--- src/rtl/hdmi_tmds_encoder_pkg.sv ---
// Shared TMDS constants, period codes and 8b/10b helper functions.
package hdmi_tmds_encoder_pkg;

  typedef enum logic [1:0] {
    PER_CTL = 2'd0,
    PER_PRE = 2'd1,
    PER_GB  = 2'd2,
    PER_VID = 2'd3
  } period_e;

  localparam logic [9:0] CTL00    = 10'b1101010100;
  localparam logic [9:0] CTL01    = 10'b0010101011;
  localparam logic [9:0] CTL10    = 10'b0101010100;
  localparam logic [9:0] CTL11    = 10'b1010101011;
  localparam logic [9:0] GB_VID_0 = 10'b1011001100;
  localparam logic [9:0] GB_VID_1 = 10'b0100110011;
  localparam logic [9:0] GB_VID_2 = 10'b1011001100;

  function automatic logic [9:0] ctl_code(input logic [1:0] c);
    logic [9:0] code;
    case (c)
      2'b00:   code = CTL00;
      2'b01:   code = CTL01;
      2'b10:   code = CTL10;
      2'b11:   code = CTL11;
      default: code = CTL00;
    endcase
    return code;
  endfunction

  function automatic logic [9:0] guard_code(input int k);
    logic [9:0] code;
    case (k % 3)
      0:       code = GB_VID_0;
      1:       code = GB_VID_1;
      2:       code = GB_VID_2;
      default: code = GB_VID_0;
    endcase
    return code;
  endfunction

  function automatic logic [3:0] ones8(input logic [7:0] b);
    logic [3:0] n;
    n = 4'd0;
    for (int i = 0; i < 8; i++) n = n + {3'b000, b[i]};
    return n;
  endfunction

  // Minimise-transition stage: XNOR chain for byte-heavy inputs, bit 8 flags XOR.
  function automatic logic [8:0] tmds_qm(input logic [7:0] d);
    logic [3:0] n1;
    logic       xn;
    logic [8:0] q;
    n1   = ones8(d);
    xn   = (n1 > 4'd4) || ((n1 == 4'd4) && (d[0] == 1'b0));
    q    = 9'd0;
    q[0] = d[0];
    for (int i = 1; i < 8; i++) q[i] = xn ? ~(q[i-1] ^ d[i]) : (q[i-1] ^ d[i]);
    q[8] = ~xn;
    return q;
  endfunction

endpackage

--- src/rtl/hdmi_tmds_encoder_lane.sv ---
// One TMDS lane: registered minimise-transition stage, then DC balance / control / guard select.
module hdmi_tmds_encoder_lane
  import hdmi_tmds_encoder_pkg::*;
#(
  parameter logic [9:0] GUARD = GB_VID_0
) (
  input  logic       i_clk,
  input  logic       i_rst,
  input  period_e    i_period,
  input  logic [1:0] i_ctl,
  input  logic [7:0] i_byte,
  output logic [9:0] o_sym
);

  logic [8:0]        r_qm;
  logic [3:0]        r_n1;
  period_e           r_period;
  logic [1:0]        r_ctl;
  logic signed [4:0] r_cnt;
  logic [8:0]        w_qm;
  logic signed [5:0] w_cnt;
  logic signed [5:0] w_diff;
  logic signed [5:0] w_cnt_nxt;
  logic [9:0]        w_sym;

  assign w_qm = tmds_qm(i_byte);

  // Stage 1: q_m, its ones count and the side-band period/control fields.
  always_ff @(posedge i_clk or posedge i_rst) begin
    if (i_rst) begin
      r_qm     <= 9'd0;
      r_n1     <= 4'd0;
      r_period <= PER_CTL;
      r_ctl    <= 2'b00;
    end else begin
      r_qm     <= w_qm;
      r_n1     <= ones8(w_qm[7:0]);
      r_period <= i_period;
      r_ctl    <= i_ctl;
    end
  end

  // DC balance decision; w_diff is ones minus zeros of q_m[7:0].
  always_comb begin
    w_cnt  = {r_cnt[4], r_cnt};
    w_diff = $signed({1'b0, r_n1, 1'b0}) - 6'sd8;
    if ((r_cnt == 5'sd0) || (r_n1 == 4'd4)) begin
      w_sym     = {~r_qm[8], r_qm[8], (r_qm[8] ? r_qm[7:0] : ~r_qm[7:0])};
      w_cnt_nxt = r_qm[8] ? (w_cnt + w_diff) : (w_cnt - w_diff);
    end else if ((!r_cnt[4] && (r_n1 > 4'd4)) || (r_cnt[4] && (r_n1 < 4'd4))) begin
      w_sym     = {1'b1, r_qm[8], ~r_qm[7:0]};
      w_cnt_nxt = w_cnt - w_diff + (r_qm[8] ? 6'sd2 : 6'sd0);
    end else begin
      w_sym     = {1'b0, r_qm[8], r_qm[7:0]};
      w_cnt_nxt = w_cnt + w_diff - (r_qm[8] ? 6'sd0 : 6'sd2);
    end
  end

  // Stage 2: output symbol; any non-video period restarts disparity from zero.
  always_ff @(posedge i_clk or posedge i_rst) begin
    if (i_rst) begin
      o_sym <= CTL00;
      r_cnt <= 5'sd0;
    end else begin
      case (r_period)
        PER_VID: begin
          o_sym <= w_sym;
          r_cnt <= w_cnt_nxt[4:0];
        end
        PER_GB: begin
          o_sym <= GUARD;
          r_cnt <= 5'sd0;
        end
        default: begin
          o_sym <= ctl_code(r_ctl);
          r_cnt <= 5'sd0;
        end
      endcase
    end
  end

endmodule

--- src/rtl/hdmi_tmds_encoder.sv ---
// Multi-lane TMDS encoder: lookahead delay line, period classifier, per-lane control muxing.
module hdmi_tmds_encoder
  import hdmi_tmds_encoder_pkg::*;
#(
  parameter int NUM_CH    = 3,
  parameter int HDMI_MODE = 1,
  parameter int LOOKAHEAD = 10
) (
  input  logic                 I_rgb_clk,
  input  logic                 I_rst,
  input  logic                 I_rgb_de,
  input  logic                 I_rgb_hs,
  input  logic                 I_rgb_vs,
  input  logic [NUM_CH*8-1:0]  I_data,
  output logic [NUM_CH*10-1:0] O_tmds,
  output logic                 O_de
);

  localparam int LA = (HDMI_MODE != 0) ? LOOKAHEAD : 0;
  localparam int DW = NUM_CH * 8 + 3;
  localparam int TW = (LA > 10) ? LA : 10;

  logic [TW:0]         w_de_tap;
  logic                w_d0_hs;
  logic                w_d0_vs;
  logic [NUM_CH*8-1:0] w_d0_data;
  logic                w_pre_any;
  period_e             w_period;
  logic                r_de_s1;

  if (LA > 0) begin : g_dl
    logic [DW-1:0] r_dl [0:LA-1];

    // Shift toward tap 0; the live input is the furthest lookahead tap.
    always_ff @(posedge I_rgb_clk or posedge I_rst) begin
      if (I_rst) begin
        for (int j = 0; j < LA; j++) r_dl[j] <= {DW{1'b0}};
      end else begin
        for (int j = 0; j < LA - 1; j++) r_dl[j] <= r_dl[j+1];
        r_dl[LA-1] <= {I_rgb_de, I_rgb_hs, I_rgb_vs, I_data};
      end
    end

    // Tap decode.
    always_comb begin
      w_de_tap = {(TW+1){1'b0}};
      for (int j = 0; j < LA; j++) w_de_tap[j] = r_dl[j][DW-1];
      w_de_tap[LA] = I_rgb_de;
      w_d0_hs      = r_dl[0][DW-2];
      w_d0_vs      = r_dl[0][DW-3];
      w_d0_data    = r_dl[0][NUM_CH*8-1:0];
    end
  end else begin : g_nodl
    // No lookahead: the output stage samples the live input.
    always_comb begin
      w_de_tap  = {{TW{1'b0}}, I_rgb_de};
      w_d0_hs   = I_rgb_hs;
      w_d0_vs   = I_rgb_vs;
      w_d0_data = I_data;
    end
  end

  // Period priority: video, then guard (de within 2), then preamble (de within 3..10).
  always_comb begin
    w_pre_any = |w_de_tap[10:3];
    if (w_de_tap[0]) begin
      w_period = PER_VID;
    end else if ((HDMI_MODE != 0) && (w_de_tap[1] || w_de_tap[2])) begin
      w_period = PER_GB;
    end else if ((HDMI_MODE != 0) && w_pre_any) begin
      w_period = PER_PRE;
    end else begin
      w_period = PER_CTL;
    end
  end

  for (genvar k = 0; k < NUM_CH; k++) begin : g_lane
    logic [1:0] w_ctl;

    // Lane 0 carries sync; lane 1 signals the video preamble.
    always_comb begin
      if (k == 0) begin
        w_ctl = {w_d0_vs, w_d0_hs};
      end else if ((k == 1) && (w_period == PER_PRE)) begin
        w_ctl = 2'b01;
      end else begin
        w_ctl = 2'b00;
      end
    end

    hdmi_tmds_encoder_lane #(
      .GUARD (guard_code(k))
    ) u_lane (
      .i_clk    (I_rgb_clk),
      .i_rst    (I_rst),
      .i_period (w_period),
      .i_ctl    (w_ctl),
      .i_byte   (w_d0_data[8*k +: 8]),
      .o_sym    (O_tmds[10*k +: 10])
    );
  end

  // DE follows the same two pipeline stages as the lane encoders.
  always_ff @(posedge I_rgb_clk or posedge I_rst) begin
    if (I_rst) begin
      r_de_s1 <= 1'b0;
      O_de    <= 1'b0;
    end else begin
      r_de_s1 <= w_de_tap[0];
      O_de    <= r_de_s1;
    end
  end

endmodule
--- config.mk ---
export PLATFORM = sky130hd
export DESIGN_NAME = hdmi_tmds_encoder
export DESIGN_NICKNAME = d
export VERILOG_FILES = /design/src/rtl/hdmi_tmds_encoder_pkg.sv /design/src/rtl/hdmi_tmds_encoder_lane.sv /design/src/rtl/hdmi_tmds_encoder.sv
export SDC_FILE = /design/constraint.sdc
export NUM_CORES = 1
export LEC_CHECK = 0
export BUFFER_PORTS_ARGS = -buffer_cell sky130_fd_sc_hd__buf_2
export CAP_MARGIN = 20
export CORE_ASPECT_RATIO = 0.5
export CORE_MARGIN = 2
export CORE_UTILIZATION = 51
export CTS_CLUSTER_DIAMETER = 100
export DETAILED_ROUTE_END_ITERATION = 10
export PLACE_DENSITY = 0.68
export SLEW_MARGIN = 20
export SYNTH_ARGS = -nofsm -noshare
export SYNTH_HDL_FRONTEND = slang
export SYNTH_HIERARCHICAL = 1
export SYNTH_SLANG_ARGS = --single-unit
--- constraint.sdc ---
create_clock -name I_rgb_clk -period 12.2 [get_ports I_rgb_clk]
set_clock_uncertainty 0.15 [all_clocks]
set_input_delay 3.66 -clock I_rgb_clk [delete_from_list [all_inputs] [get_ports I_rgb_clk]]
set_output_delay 3.66 -clock I_rgb_clk [all_outputs]
set_load 0.1 [all_outputs]
==> metrics.txt, run 1 <==
status finished, final reports clean; Slew Limit Fails 0; Hold Path Origin g_dl.r_dl[76]$_DFF_PP0_; Clk pin slew, worst setup/hold paths 0.07 ns; via count between 6000 and 7000; most frequent cells in the layout 350 x dfrtp_1, 108 x inv_1, 69 x ha_1; Synth top area share between 60% and 70%; core box area 0.0253 mm2; post-layout net count between 1000 and 1500; mux contribution to synthesized area less than 1%; cts hold-fix bufs 0; Yosys warning total 6; maximum clock path buffer count 3; Synth area leaders dfrtp_1 66%, ha_1 6.5%, fa_1 4.5%, xnor2_1 3.2%, inv_1 3.1%; wire per inst 15.0 um; largest net degree at the start of global routing 120; share of the clock period used by the worst path 51.0%; Final setup viols 0; RSZ-0062 raised after global routing false; commonest non-fill, non-tap cell in the layout dfrtp_1; Max Cap Violations 0; layout cells sized above 1 16.4%; Adder-Cell Fraction of Synth Area 11.1%; clk_lat worst skew approximately 0.57 ns; total track usage ~16%; first-pass GRT wire length 34300 um; largest family of logic cells by synthesized area adder cells; die width between 200 and 250 um; Hold Vio Cnt, Final 0; initial antenna violation count 0; post-route ant nets 0; Die H between 100 and 150 um; DR DRC count 0; vias in the first global route roughly 6800; CP Capture Type flip-flop; clk sink count 365; total wire length 19800 um; CTS tree built; final RePlAce weighted congestion 0.857; Max Freq between 150 and 200 MHz; DP Wirelength 13100 um; H-tree depth 1; Crit path arrival time ~6.5 ns; Ports 60; Pre-antenna DRT Iters 4; Synth Instances 866; Simple-Gate Fraction of Synth Area 4.25%; Seq cells post-synth between 300 and 400; # diodes 0; power per cell area 288 mW/mm2; setup bufs post-CTS 0; die area between 0.02 and 0.03 mm2; worst slew pin tran just over 0.8 ns; register area share after synthesis 69.3%; Crit path required time 12.50 ns; setup TNS 0 ns; top cell type by total area after synthesis dfrtp_1; grt ovf 0; ys flop type dfrtp_1; synthesized area per cell 15.3 um2; worst r2r src g_dl.r_dl[251]$_DFF_PP0_; CTS buffer count 30; Peak supply drop about 0.00013 V; crit path from g_dl.r_dl[251]$_DFF_PP0_; post-synth cell types 59; # fillers 1937; Initial Utilization 52.1%; Synth Area in Compound Gates 4.37%; minimum clock period 6.22 ns; Layout area overhead 13.6%; FP Rows 41; Post-synth EDFFs 0; XOR/XNOR share of the synthesized area 6.70%; PortBufs 59; cell area after synthesis 0.0132 mm2; leakage 7.09 nW; cts repair resizes 0; Hold Path Class flip-flop to flip-flop; Final Cell Area 0.0150 mm2; slew margin rel. between 40% and 50%; fraction of registers with async set/reset 100%; Crit Path Max Fanout 5; CP startpoint kind flip-flop; drt first-iter violations 325; via density per instance 4.73; CP Class flip-flop to flip-flop; clk root buf clkbuf_16; placed inst area 0.0139 mm2
[per-stage QoR]
stage / util [%] / hold slack (ns) / power, mW / instances / setup WS, ns
after floorplan: - / 0.181 / 3.02 / 868 / 0.895
after global placement: 55.0 / 0.181 / 3.28 / 1268 / 6.17
after detailed placement: 55.0 / 0.185 / 3.34 / 1268 / 5.99
after CTS: 59.2 / 0.196 / 4.37 / 1323 / 5.97
after global routing: 59.2 / 0.202 / 4.65 / 1323 / 5.63
final: 59.2 / 0.192 / 4.32 / 1323 / 5.98
[final cells by class]
type	count	area (um2)	share of cell area, %
clock inverters	17	229	1.53
inverters	109	417	2.78
multi-input cells	386	3610	24.0
clock buffers	38	841	5.60
well taps	344	430	2.87
repair buffers	64	337	2.24
flip-flops and latches	365	9150	61.0
[critical path: stages (launching register included)]
cell and delay, ns:
dfrtp_1 0.37, inv_1 0.11, fa_1 0.59, fa_1 0.46, fa_1 0.50, inv_1 0.04, ha_1 0.21, fa_1 0.44
nor3_1 0.24, o21ai_0 0.13, a21oi_2 0.31, xnor2_1 0.19, inv_1 0.08, fa_1 0.49, fa_1 0.52, inv_1 0.05
fa_1 0.48, ha_1 0.16, inv_1 0.06, fa_1 0.38, xnor2_1 0.14
[cells in the mapped netlist, types with 2 or more instances]
cell type and count:
a21oi_2 3, mux2i_1 7, nand4_1 2, o21ai_0 13, and2_1 5, nand3_1 10, xor2_2 2, nor2b_1 7
nor3_1 10, dfrtp_1 350, buf_6 2, ha_1 69, a21oi_1 29, xnor2_1 49, clkbuf_1 3, nand3b_1 3
xor2_1 23, xnor3_1 3, nand2_1 15, inv_1 109, fa_1 30, or3_1 2, or2_1 2, o21ai_1 7
o22ai_1 5, dfstp_2 15, nor2_1 21, nor3b_1 8, xnor2_2 8, a211oi_1 9, and3_1 4, a21oi_4 2
a31oi_1 9, o211ai_1 4, nor4_2 2
[sequential cells by signal, summed over array words and instances (netlist names)]
register                count
O_de                        1
g_dl.r_dl                 270
g_lane.u_lane/o_sym        30
g_lane.u_lane/r_cnt        12
g_lane.u_lane/r_ctl         6
g_lane.u_lane/r_n1         12
g_lane.u_lane/r_period      6
g_lane.u_lane/r_qm         27
r_de_s1                     1
[report_power, final]
group          leakage [nW]  internal [mW]  switching (mW)
Sequential             4.25           1.40           0.103
Combinational          2.32          0.690            1.12
Clock                 0.520          0.578           0.427
Total                  7.09           2.67            1.65
[path summary, 6_finish.rpt]
| path | depth (start not counted) | end | slack (ns) |
|---|---|---|---|
| max reg2reg | 20 | g_lane[1].u_lane/r_n1[2]$_DFF_PP0_ | 5.98 |
| min in group asynchronous | 3 | g_lane[0].u_lane/r_n1[0]$_DFF_PP0_ | 3.09 |
| min reg2reg | 0 | g_dl.r_dl[103]$_DFF_PP0_ | 0.19 |
| max in group asynchronous | 3 | g_dl.r_dl[10]$_DFF_PP0_ | 7.41 |
| min | 0 | g_dl.r_dl[103]$_DFF_PP0_ | 0.19 |
| max | 20 | g_lane[1].u_lane/r_n1[2]$_DFF_PP0_ | 5.98 |
[cells by family after synthesis]
logic type / Yosys count
AO/OA/AOI/OAI: 89
adder cells (fa/ha/maj): 99
XOR/XNOR: 86
AND/OR/NAND/NOR: 100
other: 1
buffers and inverters: 117
multiplexers: 9
flip-flops: 365
[metal layers]
layer,GRT usage [%],vias to the layer above,share of wire [%]
li1,-,2930,-
met1,22.2,3189,46
met2,25.4,107,49
met3,3.27,27,4.0
met4,3.93,0,1.6
met5,0,-,0
Power figures use the tool's default switching activity.
==> run 2, diff against run 1 <==
- clock period: 12.2 -> 6 ns (I/O delays scaled with it)
==> metrics.txt, run 2 (synthesis gave the netlist of run 1 again) <==
DR DRC count 0 (unchanged); post-layout net count 1106 (was 1084); initial antenna violation count 1 (was 0); worst reg2reg endpoint g_lane[0].u_lane/r_n1[2]$_DFF_PP0_ (was g_lane[1].u_lane/r_n1[2]$_DFF_PP0_); Largest register FFs 270 (unchanged); clk_lat worst skew 0.56 ns (was 0.57 ns); Final Power 9.14 mW (was 4.32 mW); setup slack, reg-to-reg -0.02 ns (was 5.98 ns); max incr delay on CP 0.57 ns (was 0.59 ns); largest net degree at the start of global routing 163 (was 120); # diodes 0 (unchanged); wire per inst 16.0 um (was 15.0 um); Crit path arrival time 6.31 ns (was 6.52 ns); most frequent cells in the layout 350 x dfrtp_1, 95 x inv_1, 63 x ha_1 (was 350 x dfrtp_1, 108 x inv_1, 69 x ha_1); die width 232 um (unchanged); maximum clock path buffer count 3 (unchanged); drt first-iter violations 412 (was 325); status finished with violations (was finished, final reports clean); worst r2r src g_dl.r_dl[246]$_DFF_PP0_ (was g_dl.r_dl[251]$_DFF_PP0_); core box area 0.0253 mm2 (unchanged); worst slew pin tran 0.811 ns (was 0.828 ns); CTS buffer count 29 (was 30); Biggest register g_dl.r_dl (unchanged); via density per instance 4.73 (about the same); share of the clock period used by the worst path 100% (was 51.0%); Layout area overhead 15.6% (was 13.6%); failing checks setup timing; Inst Count DP 1271 (was 1268); clk sink count 365 (unchanged); cts hold-fix bufs 0 (unchanged); leakage 7.19 nW (was 7.09 nW); Max Freq 166 MHz (was 161 MHz); first-pass GRT wire length 35200 um (was 34300 um); Hold Path Class flip-flop to flip-flop (unchanged); Worst Hold Path EP g_dl.r_dl[49]$_DFF_PP0_ (was g_dl.r_dl[103]$_DFF_PP0_); RSZ-0062 raised after global routing true (was false); post-route ant nets 0 (unchanged); Initial Utilization 52.1% (unchanged); setup TNS -0.0191 ns (was 0 ns); commonest non-fill, non-tap cell in the layout dfrtp_1 (unchanged); via count 6351 (was 6253); Ports 60 (unchanged); Clk pin slew, worst setup/hold paths 0.08 ns (was 0.07 ns); vias in the first global route 6815 (was 6790); H-tree depth 1 (unchanged); Final setup viols 1 (was 0); CTS tree built (unchanged); minimum clock period 6.02 ns (was 6.22 ns); largest registers g_dl.r_dl (270), g_lane.u_lane/o_sym (30), g_lane.u_lane/r_qm (27) (unchanged); power per cell area 599 mW/mm2 (was 288 mW/mm2); total track usage 16.3% (was 15.8%); grt ovf 0 (unchanged); Non-Filler Instances 1343 (was 1323); Pre-antenna DRT Iters 4 (unchanged); utilization after layout 60.3% (was 59.2%); Hold Path Origin g_dl.r_dl[22]$_DFF_PP0_ (was g_dl.r_dl[76]$_DFF_PP0_); clk root buf clkbuf_16 (unchanged); crit path from g_dl.r_dl[246]$_DFF_PP0_ (was g_dl.r_dl[251]$_DFF_PP0_); CP Class flip-flop to flip-flop (unchanged); Crit Path Max Fanout 3 (was 5); Max Cap Violations 0 (unchanged); final RePlAce weighted congestion 0.839 (was 0.857); CP most frequent cell fa_1 (unchanged); Crit path required time 6.29 ns (was 12.50 ns); die area 0.0273 mm2 (unchanged); Peak supply drop 0.000274 V (was 0.000130 V); Die H 118 um (unchanged); slew margin rel. 46.0% (was 44.8%); Slew Limit Fails 0 (unchanged); slowest CP cell fa_1 (unchanged); DP Wirelength 13500 um (was 13100 um); hold path depth 0 (unchanged); PortBufs 59 (unchanged); CP Capture Type flip-flop (unchanged); CP Cell Sequence inv_2, fa_1, fa_1, fa_1, inv_1, ha_2, fa_1, nor3b_2, o21ai_1, a21oi_2, xnor2_2, inv_1, fa_1, fa_1, inv_1, fa_1, ha_2, inv_2, fa_1, xnor2_1 (was inv_1, fa_1, fa_1, fa_1, inv_1, ha_1, fa_1, nor3_1, o21ai_0, a21oi_2, xnor2_1, inv_1, fa_1, fa_1, inv_1, fa_1, ha_1, inv_1, fa_1, xnor2_1); Hold Vio Cnt, Final 0 (unchanged); layout cells sized above 1 21.0% (was 16.4%); total wire length 21500 um (was 19800 um); final setup margin -0.0191 ns (was 5.98 ns); FP Rows 41 (unchanged); CP startpoint kind flip-flop (unchanged); Reg2Reg Depth 20 (unchanged)
## run 2: cell count changes in the layout (fill, tap and decap cells not counted), moves of 6 or more
cell   change
ha_1       -6
inv_2     +13
buf_4     +21
inv_1     -13
## run 2: worst max-delay path by stage
stage | to | slack (ns) | cells after the start
6_report | g_lane[0].u_lane/r_n1[2]$_DFF_PP0_ | -0.02 | 20
5_1_grt | g_lane[0].u_lane/r_n1[2]$_DFF_PP0_ | -0.25 | 20
4_1_cts | g_lane[0].u_lane/r_n1[2]$_DFF_PP0_ | -0.01 | 20
3_5_place_dp | g_lane[0].u_lane/r_n1[2]$_DFF_PP0_ | -0.29 | 20
3_3_place_gp | g_lane[0].u_lane/r_n1[1]$_DFF_PP0_ | 0.09 | 20
2_1_floorplan | g_lane[0].u_lane/r_n1[2]$_DFF_PP0_ | 0.15 | 20
## run 2: per-layer routing
layer | GRT usage, % | up-vias | share of wire (%)
li1 | - | 2979 | -
met1 | 22.5 | 3233 | 45
met2 | 27.2 | 99 | 50
met3 | 3.20 | 40 | 3.9
met4 | 3.57 | 0 | 1.8
met5 | 0 | - | 0
## run 2: final cells by class
type	instances	area [um2]
fill	1903	10100
sequential	365	9150
multi-input combinational	386	3700
clock buffer	35	798
timing repair buffer	87	538
tap	344	430
inverter	109	413
clock inverter	17	244
## run 2: through the flow
step | hold slack (ns) | setup slack [ns] | instance area, um2
finish | 0.189 | -0.0191 | 15300
CTS | 0.197 | -0.0131 | 15100
global placement | 0.181 | 0.0869 | 14000
global route | 0.196 | -0.246 | 15300
detailed placement | 0.185 | -0.285 | 14000
floorplan | 0.181 | 0.153 | 13200
## run 2: critical path: cells and delay by family, from the launching register on
kind            cells  cell delay [ns]
compound gates      2             0.37
xor+xnor            2             0.31
fa+ha+maj          10             4.20
buf+inv             5             0.27
flops               1             0.37
simple gates        1             0.23
## run 2: where the power goes
group | leakage, nW | internal, mW | switching [mW]
clock network | 0.508 | 1.17 | 0.886
logic | 2.43 | 1.59 | 2.44
registers | 4.25 | 2.85 | 0.208
total | 7.19 | 5.61 | 3.53
## run 2: timing repair
| item | CTS | global route |
|---|---|---|
| buffers inserted | 9 | 11 |
| gates resized for setup | 9 | 25 |
| pin swaps | 10 | 14 |
| endpoints found under the setup margin | 6 | 7 |
